<file path="config.mk">
export PLATFORM = sky130hd
export DESIGN_NAME = tx_frame_sequencer_flat
export DESIGN_NICKNAME = d
export VERILOG_FILES = /design/src/rtl/tx_frame_sequencer_pkg.sv /design/src/rtl/tx_frame_sequencer_if.sv /design/src/rtl/tx_frame_sequencer_tick_counter.sv /design/src/rtl/tx_frame_sequencer.sv /design/src/flat_wrapper.sv
export SDC_FILE = /design/constraint.sdc
export NUM_CORES = 1
export LEC_CHECK = 0
export CORE_MARGIN = 1
export CORE_UTILIZATION = 40
export CTS_BUF_LIST = sky130_fd_sc_hd__clkbuf_4
export CTS_CLUSTER_SIZE = 20
export DETAILED_ROUTE_END_ITERATION = 7
export SLEW_MARGIN = 20
export SYNTH_ARGS = -nofsm -noshare
export SYNTH_HDL_FRONTEND = slang
export SYNTH_SLANG_ARGS = --single-unit
</file>
<file path="constraint.sdc">
create_clock -name clk -period 4.1 [get_ports clk]
set_input_delay 0.82 -clock clk [delete_from_list [all_inputs] [get_ports clk]]
set_output_delay 0.82 -clock clk [all_outputs]
set_load 0.02 [all_outputs]
</file>
<file path="src/rtl/tx_frame_sequencer_pkg.sv">
// Shared definitions for the TX frame sequencer: phase encodings, the
// per-frame configuration record and the data-bit clamping rule.
package tx_pkg;

    typedef enum logic [2:0] {
        PH_IDLE   = 3'd0,
        PH_START  = 3'd1,
        PH_DATA   = 3'd2,
        PH_PARITY = 3'd3,
        PH_STOP   = 3'd4
    } tx_phase_e;

    localparam int MIN_DATA_BITS = 5;

    // Frame format as captured at frame start; data_bits is already clamped.
    typedef struct packed {
        logic [3:0] data_bits;
        logic       parity_en;
        logic       stop2;
    } tx_cfg_t;

    // Out-of-range requests saturate to the nearest legal data-bit count.
    function automatic logic [3:0] clamp_data_bits(input logic [3:0] req, input int max_bits);
        if (int'(req) < MIN_DATA_BITS) return 4'(MIN_DATA_BITS);
        if (int'(req) > max_bits)      return 4'(max_bits);
        return req;
    endfunction

endpackage

</file>
<file path="src/rtl/tx_frame_sequencer_if.sv">
// Control/status bundle between the TX controller (master) and the frame
// sequencer (slave).
interface tx_frame_sequencer_if;
    import tx_pkg::*;

    logic       start;
    logic       abort;
    logic       tick;
    logic [3:0] cfg_data_bits;
    logic       cfg_parity_en;
    logic       cfg_stop2;

    logic       busy;
    logic [2:0] phase;
    logic [3:0] bit_idx;
    logic       bit_strobe;
    logic       done;

    modport master (
        output start, abort, tick, cfg_data_bits, cfg_parity_en, cfg_stop2,
        input  busy, phase, bit_idx, bit_strobe, done
    );

    modport slave (
        input  start, abort, tick, cfg_data_bits, cfg_parity_en, cfg_stop2,
        output busy, phase, bit_idx, bit_strobe, done
    );

endinterface

</file>
<file path="src/rtl/tx_frame_sequencer_tick_counter.sv">
// Counts baud ticks within one bit period and flags the tick that closes it.
module tx_tick_counter #(
    parameter int TICKS_PER_BIT = 16
) (
    input  logic clk,
    input  logic reset_n,
    input  logic tick,
    input  logic clr,
    output logic bit_end
);

    localparam int            CW   = (TICKS_PER_BIT > 1) ? $clog2(TICKS_PER_BIT) : 1;
    localparam logic [CW-1:0] LAST = CW'(TICKS_PER_BIT - 1);

    logic [CW-1:0] r_cnt;

    // bit_end is only meaningful while a frame runs; clr masks it otherwise.
    assign bit_end = tick && !clr && (r_cnt == LAST);

    // Tick counter wraps on the closing tick so the next bit starts from zero.
    always_ff @(posedge clk or negedge reset_n) begin
        if (!reset_n) begin
            r_cnt <= '0;
        end else if (clr) begin
            r_cnt <= '0;
        end else if (tick) begin
            r_cnt <= (r_cnt == LAST) ? '0 : r_cnt + 1'b1;
        end
    end

endmodule

</file>
<file path="src/rtl/tx_frame_sequencer.sv">
// UART TX frame sequencer: walks START, DATA, optional PARITY and STOP bits
// from baud ticks, with the frame format latched at frame start.
module tx_frame_sequencer
    import tx_pkg::*;
#(
    parameter int DATA_BITS_MAX = 9,
    parameter int TICKS_PER_BIT = 16
) (
    input  logic                 clk,
    input  logic                 reset_n,
    tx_frame_sequencer_if.slave  bus
);

    tx_phase_e  r_phase, w_phase_nxt;
    logic [3:0] r_bit_idx, w_bit_idx_nxt;
    logic       r_busy;
    logic       r_strobe, w_strobe_nxt;
    logic       r_done, w_done_nxt;
    logic       w_cfg_load;
    tx_cfg_t    r_cfg;
    logic       w_clr;
    logic       w_bit_end;
    logic       w_last_data;
    logic       w_last_stop;

    // Counter is held at zero whenever no frame is running or one is aborted.
    assign w_clr = (r_phase == PH_IDLE) || bus.abort;

    tx_tick_counter #(
        .TICKS_PER_BIT (TICKS_PER_BIT)
    ) u_tick_counter (
        .clk     (clk),
        .reset_n (reset_n),
        .tick    (bus.tick),
        .clr     (w_clr),
        .bit_end (w_bit_end)
    );

    assign w_last_data = (r_bit_idx == (r_cfg.data_bits - 4'd1));
    assign w_last_stop = (r_bit_idx == {3'b000, r_cfg.stop2});

    // Next phase / bit index; abort beats tick, and start is only seen in IDLE.
    always_comb begin
        w_phase_nxt   = r_phase;
        w_bit_idx_nxt = r_bit_idx;
        w_strobe_nxt  = 1'b0;
        w_done_nxt    = 1'b0;
        w_cfg_load    = 1'b0;
        if (r_phase == PH_IDLE) begin
            if (bus.start && !bus.abort) begin
                w_phase_nxt   = PH_START;
                w_bit_idx_nxt = '0;
                w_strobe_nxt  = 1'b1;
                w_cfg_load    = 1'b1;
            end
        end else if (bus.abort) begin
            w_phase_nxt   = PH_IDLE;
            w_bit_idx_nxt = '0;
        end else if (w_bit_end) begin
            w_strobe_nxt  = 1'b1;
            w_bit_idx_nxt = '0;
            case (r_phase)
                PH_START: w_phase_nxt = PH_DATA;
                PH_DATA: begin
                    if (!w_last_data)        w_bit_idx_nxt = r_bit_idx + 4'd1;
                    else if (r_cfg.parity_en) w_phase_nxt  = PH_PARITY;
                    else                      w_phase_nxt  = PH_STOP;
                end
                PH_PARITY: w_phase_nxt = PH_STOP;
                PH_STOP: begin
                    if (w_last_stop) begin
                        w_phase_nxt  = PH_IDLE;
                        w_strobe_nxt = 1'b0;
                        w_done_nxt   = 1'b1;
                    end else begin
                        w_bit_idx_nxt = r_bit_idx + 4'd1;
                    end
                end
                default: w_phase_nxt = PH_IDLE;
            endcase
        end
    end

    // Phase state register.
    always_ff @(posedge clk or negedge reset_n) begin
        if (!reset_n) r_phase <= PH_IDLE;
        else          r_phase <= w_phase_nxt;
    end

    // Registered status outputs derived from the next state.
    always_ff @(posedge clk or negedge reset_n) begin
        if (!reset_n) begin
            r_bit_idx <= '0;
            r_busy    <= 1'b0;
            r_strobe  <= 1'b0;
            r_done    <= 1'b0;
        end else begin
            r_bit_idx <= w_bit_idx_nxt;
            r_busy    <= (w_phase_nxt != PH_IDLE);
            r_strobe  <= w_strobe_nxt;
            r_done    <= w_done_nxt;
        end
    end

    // Frame format is captured once at frame start and frozen until IDLE.
    always_ff @(posedge clk or negedge reset_n) begin
        if (!reset_n) begin
            r_cfg <= '0;
        end else if (w_cfg_load) begin
            r_cfg.data_bits <= clamp_data_bits(bus.cfg_data_bits, DATA_BITS_MAX);
            r_cfg.parity_en <= bus.cfg_parity_en;
            r_cfg.stop2     <= bus.cfg_stop2;
        end
    end

    assign bus.busy       = r_busy;
    assign bus.phase      = r_phase;
    assign bus.bit_idx    = r_bit_idx;
    assign bus.bit_strobe = r_strobe;
    assign bus.done       = r_done;

endmodule

</file>
<file path="src/flat_wrapper.sv">
// flat-port wrapper written by rule: the top's interface ports become plain ports
module tx_frame_sequencer_flat import tx_pkg::*;
#(
    parameter int DATA_BITS_MAX = 9,
    parameter int TICKS_PER_BIT = 16
)
  (clk, reset_n, bus_start, bus_abort, bus_tick, bus_cfg_data_bits, bus_cfg_parity_en, bus_cfg_stop2, bus_busy, bus_phase, bus_bit_idx, bus_bit_strobe, bus_done);
  tx_frame_sequencer_if bus_i ();
  input  logic clk;
  input  logic reset_n;
  input wire logic [$bits(bus_i.start)-1:0] bus_start;
  input wire logic [$bits(bus_i.abort)-1:0] bus_abort;
  input wire logic [$bits(bus_i.tick)-1:0] bus_tick;
  input wire logic [$bits(bus_i.cfg_data_bits)-1:0] bus_cfg_data_bits;
  input wire logic [$bits(bus_i.cfg_parity_en)-1:0] bus_cfg_parity_en;
  input wire logic [$bits(bus_i.cfg_stop2)-1:0] bus_cfg_stop2;
  output wire logic [$bits(bus_i.busy)-1:0] bus_busy;
  output wire logic [$bits(bus_i.phase)-1:0] bus_phase;
  output wire logic [$bits(bus_i.bit_idx)-1:0] bus_bit_idx;
  output wire logic [$bits(bus_i.bit_strobe)-1:0] bus_bit_strobe;
  output wire logic [$bits(bus_i.done)-1:0] bus_done;
  assign bus_i.start = bus_start;
  assign bus_i.abort = bus_abort;
  assign bus_i.tick = bus_tick;
  assign bus_i.cfg_data_bits = bus_cfg_data_bits;
  assign bus_i.cfg_parity_en = bus_cfg_parity_en;
  assign bus_i.cfg_stop2 = bus_cfg_stop2;
  assign bus_busy = bus_i.busy;
  assign bus_phase = bus_i.phase;
  assign bus_bit_idx = bus_i.bit_idx;
  assign bus_bit_strobe = bus_i.bit_strobe;
  assign bus_done = bus_i.done;
  tx_frame_sequencer #(.DATA_BITS_MAX(DATA_BITS_MAX), .TICKS_PER_BIT(TICKS_PER_BIT)) u_core (.clk(clk), .reset_n(reset_n), .bus(bus_i));
endmodule
</file>
==> qor_table.md <==
| Quantity | This run | Unit |
| --- | --- | --- |
| Total DRC errors in the routed layout | 0 | - |
| Global-route wire length before repair | 4.00 | mm |
| Number of resized instances in the post-cts repair step | 0 | - |
| Static leakage | 0.565 | nW |
| Slack of the worst reg-to-reg path | 2.02 | ns |
| Critical path class | reg2out | - |
| Die Width | 55.2 | um |
| Buffers plus inverters on the worst setup path | 1 | - |
| Headroom to the max-slew limit | 0.394 | - |
| Cells along the critical path | clkdlybuf4s50_1 | - |
| Number of enable-type register cells in the synthesized netlist | 0 | - |
| Number of cells on the critical path | 1 | - |
| Post-DP HPWL | 1.71 | mm |
| Total Nets Final | 156 | - |
| Crit Reg-Reg Startpoint | u_core.r_cfg[2] | - |
| Category of the worst setup path capture point | output pin | - |
| Number of instances in the synthesized netlist | 122 | - |
| Number of synthesis warnings | 0 | - |
| Arrival time at the worst endpoint | 1.48 | ns |
| GRT Total Usage | 0.165 | - |
| Max VDD drop | 0.197 | mV |
| # IOs | 21 | - |
| Final worst clock skew | 0.00263 | ns |
| Maximum cell stage delay along the critical path | 0.66 | ns |
| Type of the tightest min-delay check | reg2reg | - |
| Die area | 3050 | um2 |
| Sum of routed wire length over all layers | 2.28 | mm |
| Vias in the first global route | 895 | - |
| Pwr/cell area | 301 | nW/um2 |
| Pin count of the biggest net entering global routing | 21 | - |
| Share of flip-flops with an asynchronous set or reset | 1.00 | - |
| Total grt overflow | 0 | - |
| Drt pass-1 iters | 4 | - |
| CTS Buffer Depth | 2 | - |
| Layout cells sized above 1 | 0.0851 | - |
| # clock sinks | 20 | - |
| Post-Synthesis Mean Instance Area | 9.29 | um2 |
| Initial antenna violation count | 0 | - |
| Number of max-slew violations in the final report | 0 | - |
| Req. time, crit path | 3.28 | ns |
| Avg WL per Cell | 13.3 | um |
| Final hold viol count | 0 | - |
| Clk pin slew, worst setup/hold paths | 0.11 | ns |
| Placer Congestion | 0.799 | - |
| Iteration-0 DRC Markers | 12 | - |
| CP max FO | 10 | - |
| Final worst setup slack | 1.80 | ns |
| Post-synth net total | 136 | - |
| Clock Latency Late Sink | 0.29 | ns |
| Vias | 939 | - |
| Setup slack after placement | 1.50 | ns |
| Status | completed | - |
| Synth cell types | 33 | - |
| CTS tree | done | - |
| ANT nets after route | 0 | - |
| Unrepaired setup endpoints after global routing | no | - |
| Final number of setup-violating endpoints | 0 | - |
| Root buffer cell | sky130_fd_sc_hd__clkbuf_4 | - |
| Number of buffers created by CTS | 3 | - |
| Crit path capture | bus_phase[1] | - |
| Post-synthesis cell area | 1130 | um2 |
| Max Cap Viol | 0 | - |
| Average vias per placed instance | 5.49 | - |
| Master of the slowest instance on the critical path | sky130_fd_sc_hd__clkdlybuf4s50_1 | - |
| Most instantiated flip-flop cell in the synthesis netlist | sky130_fd_sc_hd__dfrtp_1 | - |
| Row count | 18 | - |
| H-Tree Depth | 1 | - |
| Time the worst path needs with I/O delays and setup | 2.30 | ns |
| Worst R2R Path Depth | 6 | - |
| Initial core utilization | 0.442 | - |
| Reg-to-reg endpoint | u_core.bus.bit_idx[1] | - |
| Max Clock Freq | 0.435 | GHz |
| Actual slew at the worst max-slew pin | 0.906 | ns |
| Vertical extent of the die | 55.2 | um |
| Area overhead of the layout relative to synthesis | 21.5 | % |
| Port Buffer Count | 20 | - |
| Sequential cell area fraction in the yosys report | 0.442 | - |
| Setup_tns | 0 | ns |
| Diodes inserted | 0 | - |
| CORE AREA | 2570 | um2 |
| Critical Path Start | u_core.bus.phase[1] | - |
| Total Power | 415 | uW |
| Number of hold-repair buffers added at the cts stage | 0 | - |
| Top Family by Delay on Critical Path | buffers and inverters | - |
| Kind of start point of the critical path | register | - |
| Buffer count from post-CTS setup fixing | 0 | - |
| Final worst path period share | 0.560 | - |
| Register bit count reported by yosys | 20 | - |
## cell usage in the layout, fill, tap and decap left out, drive strengths merged, types with 4 or more instances in the layout
master	count
a21oi	8
nand2	9
clkdlybuf4s50	20
nor2	13
a31oi	4
dfrtp	20
nor3	7
o21ai	10
inv	6
xnor2	6
## power by group
part | total, mW | leakage, nW | switching (mW) | internal, mW
Clock | 0.0946 | 0.0154 | 0.0592 | 0.0354
Sequential | 0.227 | 0.263 | 0.0147 | 0.213
Combinational | 0.0930 | 0.286 | 0.0430 | 0.0501
## flip-flops by register name (all words and copies together), names as in the netlist
signal and flops:
u_core.u_tick_counter.r_cnt 4, u_core.bus.bit_strobe 1, u_core.bus.busy 1, u_core.r_cfg 6, u_core.bus.phase 3, u_core.bus.bit_idx 4
u_core.bus.done 1
## Yosys cell counts (2+ instances only)
library cell | count | area, um2
sky130_fd_sc_hd__clkbuf_1 | 4 | 15.0
sky130_fd_sc_hd__nor2_1 | 13 | 48.8
sky130_fd_sc_hd__o21ai_0 | 10 | 50.1
sky130_fd_sc_hd__ha_1 | 3 | 37.5
sky130_fd_sc_hd__or2_2 | 2 | 12.5
sky130_fd_sc_hd__inv_1 | 6 | 22.5
sky130_fd_sc_hd__and4b_1 | 2 | 20.0
sky130_fd_sc_hd__nand2_1 | 9 | 33.8
sky130_fd_sc_hd__xnor2_1 | 6 | 52.6
sky130_fd_sc_hd__nor3_1 | 6 | 30.0
sky130_fd_sc_hd__nor2b_1 | 2 | 12.5
sky130_fd_sc_hd__a31oi_1 | 4 | 25.0
sky130_fd_sc_hd__mux2i_1 | 3 | 30.0
sky130_fd_sc_hd__o211ai_1 | 2 | 15.0
sky130_fd_sc_hd__nand3_1 | 3 | 15.0
sky130_fd_sc_hd__mux2_2 | 3 | 33.8
sky130_fd_sc_hd__dfrtp_1 | 20 | 500
sky130_fd_sc_hd__a21oi_1 | 8 | 40.0
sky130_fd_sc_hd__xor2_1 | 2 | 17.5
## logic make-up after synthesis
logic type | synth area share
AO/OA/AOI/OAI | 0.159
XOR/XNOR | 0.0618
adder cells (fa/ha/maj) | 0.0331
buffers and inverters | 0.0375
flip-flops | 0.442
multiplexers | 0.0563
AND/OR/NAND/NOR | 0.211
## cell type report
cell class,count,area [um2]
tap,30,37.5
clock inverter,1,3.75
timing repair buffer,20,200
sequential,20,500
inverter,6,22.5
clock buffer,3,22.5
multi-input combinational,91,591
fill,258,1190
## per-stage QoR
stage	area [um2]	hold slack (ns)	instances	utilization
final	1380	0.546	171	0.537
after global routing	1380	0.573	171	0.537
after CTS	1380	0.554	171	0.537
after detailed placement	1350	0.528	167	0.526
after global placement	1350	0.511	167	0.526
after floorplan	1130	0.501	122	-
## worst register-to-register path, cell delays in order, from the launching register on
cell and delay, ns:
sky130_fd_sc_hd__dfrtp_1 0.42, sky130_fd_sc_hd__inv_1 0.07, sky130_fd_sc_hd__ha_1 0.30, sky130_fd_sc_hd__xnor2_1 0.12
sky130_fd_sc_hd__or4_4 0.54, sky130_fd_sc_hd__o211ai_1 0.35, sky130_fd_sc_hd__o21ai_0 0.15
## how the worst min path moves through the flow
| stage | slack [ns] | to | cells past startpoint | start |
|---|---|---|---|---|
| final | 0.55 | u_core.r_cfg[0] | 1 | u_core.r_cfg[0] |
| after global placement | 0.51 | u_core.r_cfg[0] | 1 | u_core.r_cfg[0] |
| after global routing | 0.57 | u_core.r_cfg[0] | 1 | u_core.r_cfg[0] |
| after floorplan | 0.50 | u_core.r_cfg[0] | 1 | u_core.r_cfg[0] |
| after CTS | 0.55 | u_core.r_cfg[0] | 1 | u_core.r_cfg[0] |
| after detailed placement | 0.53 | u_core.r_cfg[0] | 1 | u_core.r_cfg[0] |
## per-layer routing
metal	GRT usage	wire length, um
met3	0.0328	93
met5	0	0
met1	0.215	1070
met4	0.0679	17
met2	0.267	1090
Note: power is estimated with default switching activity, not from simulation.
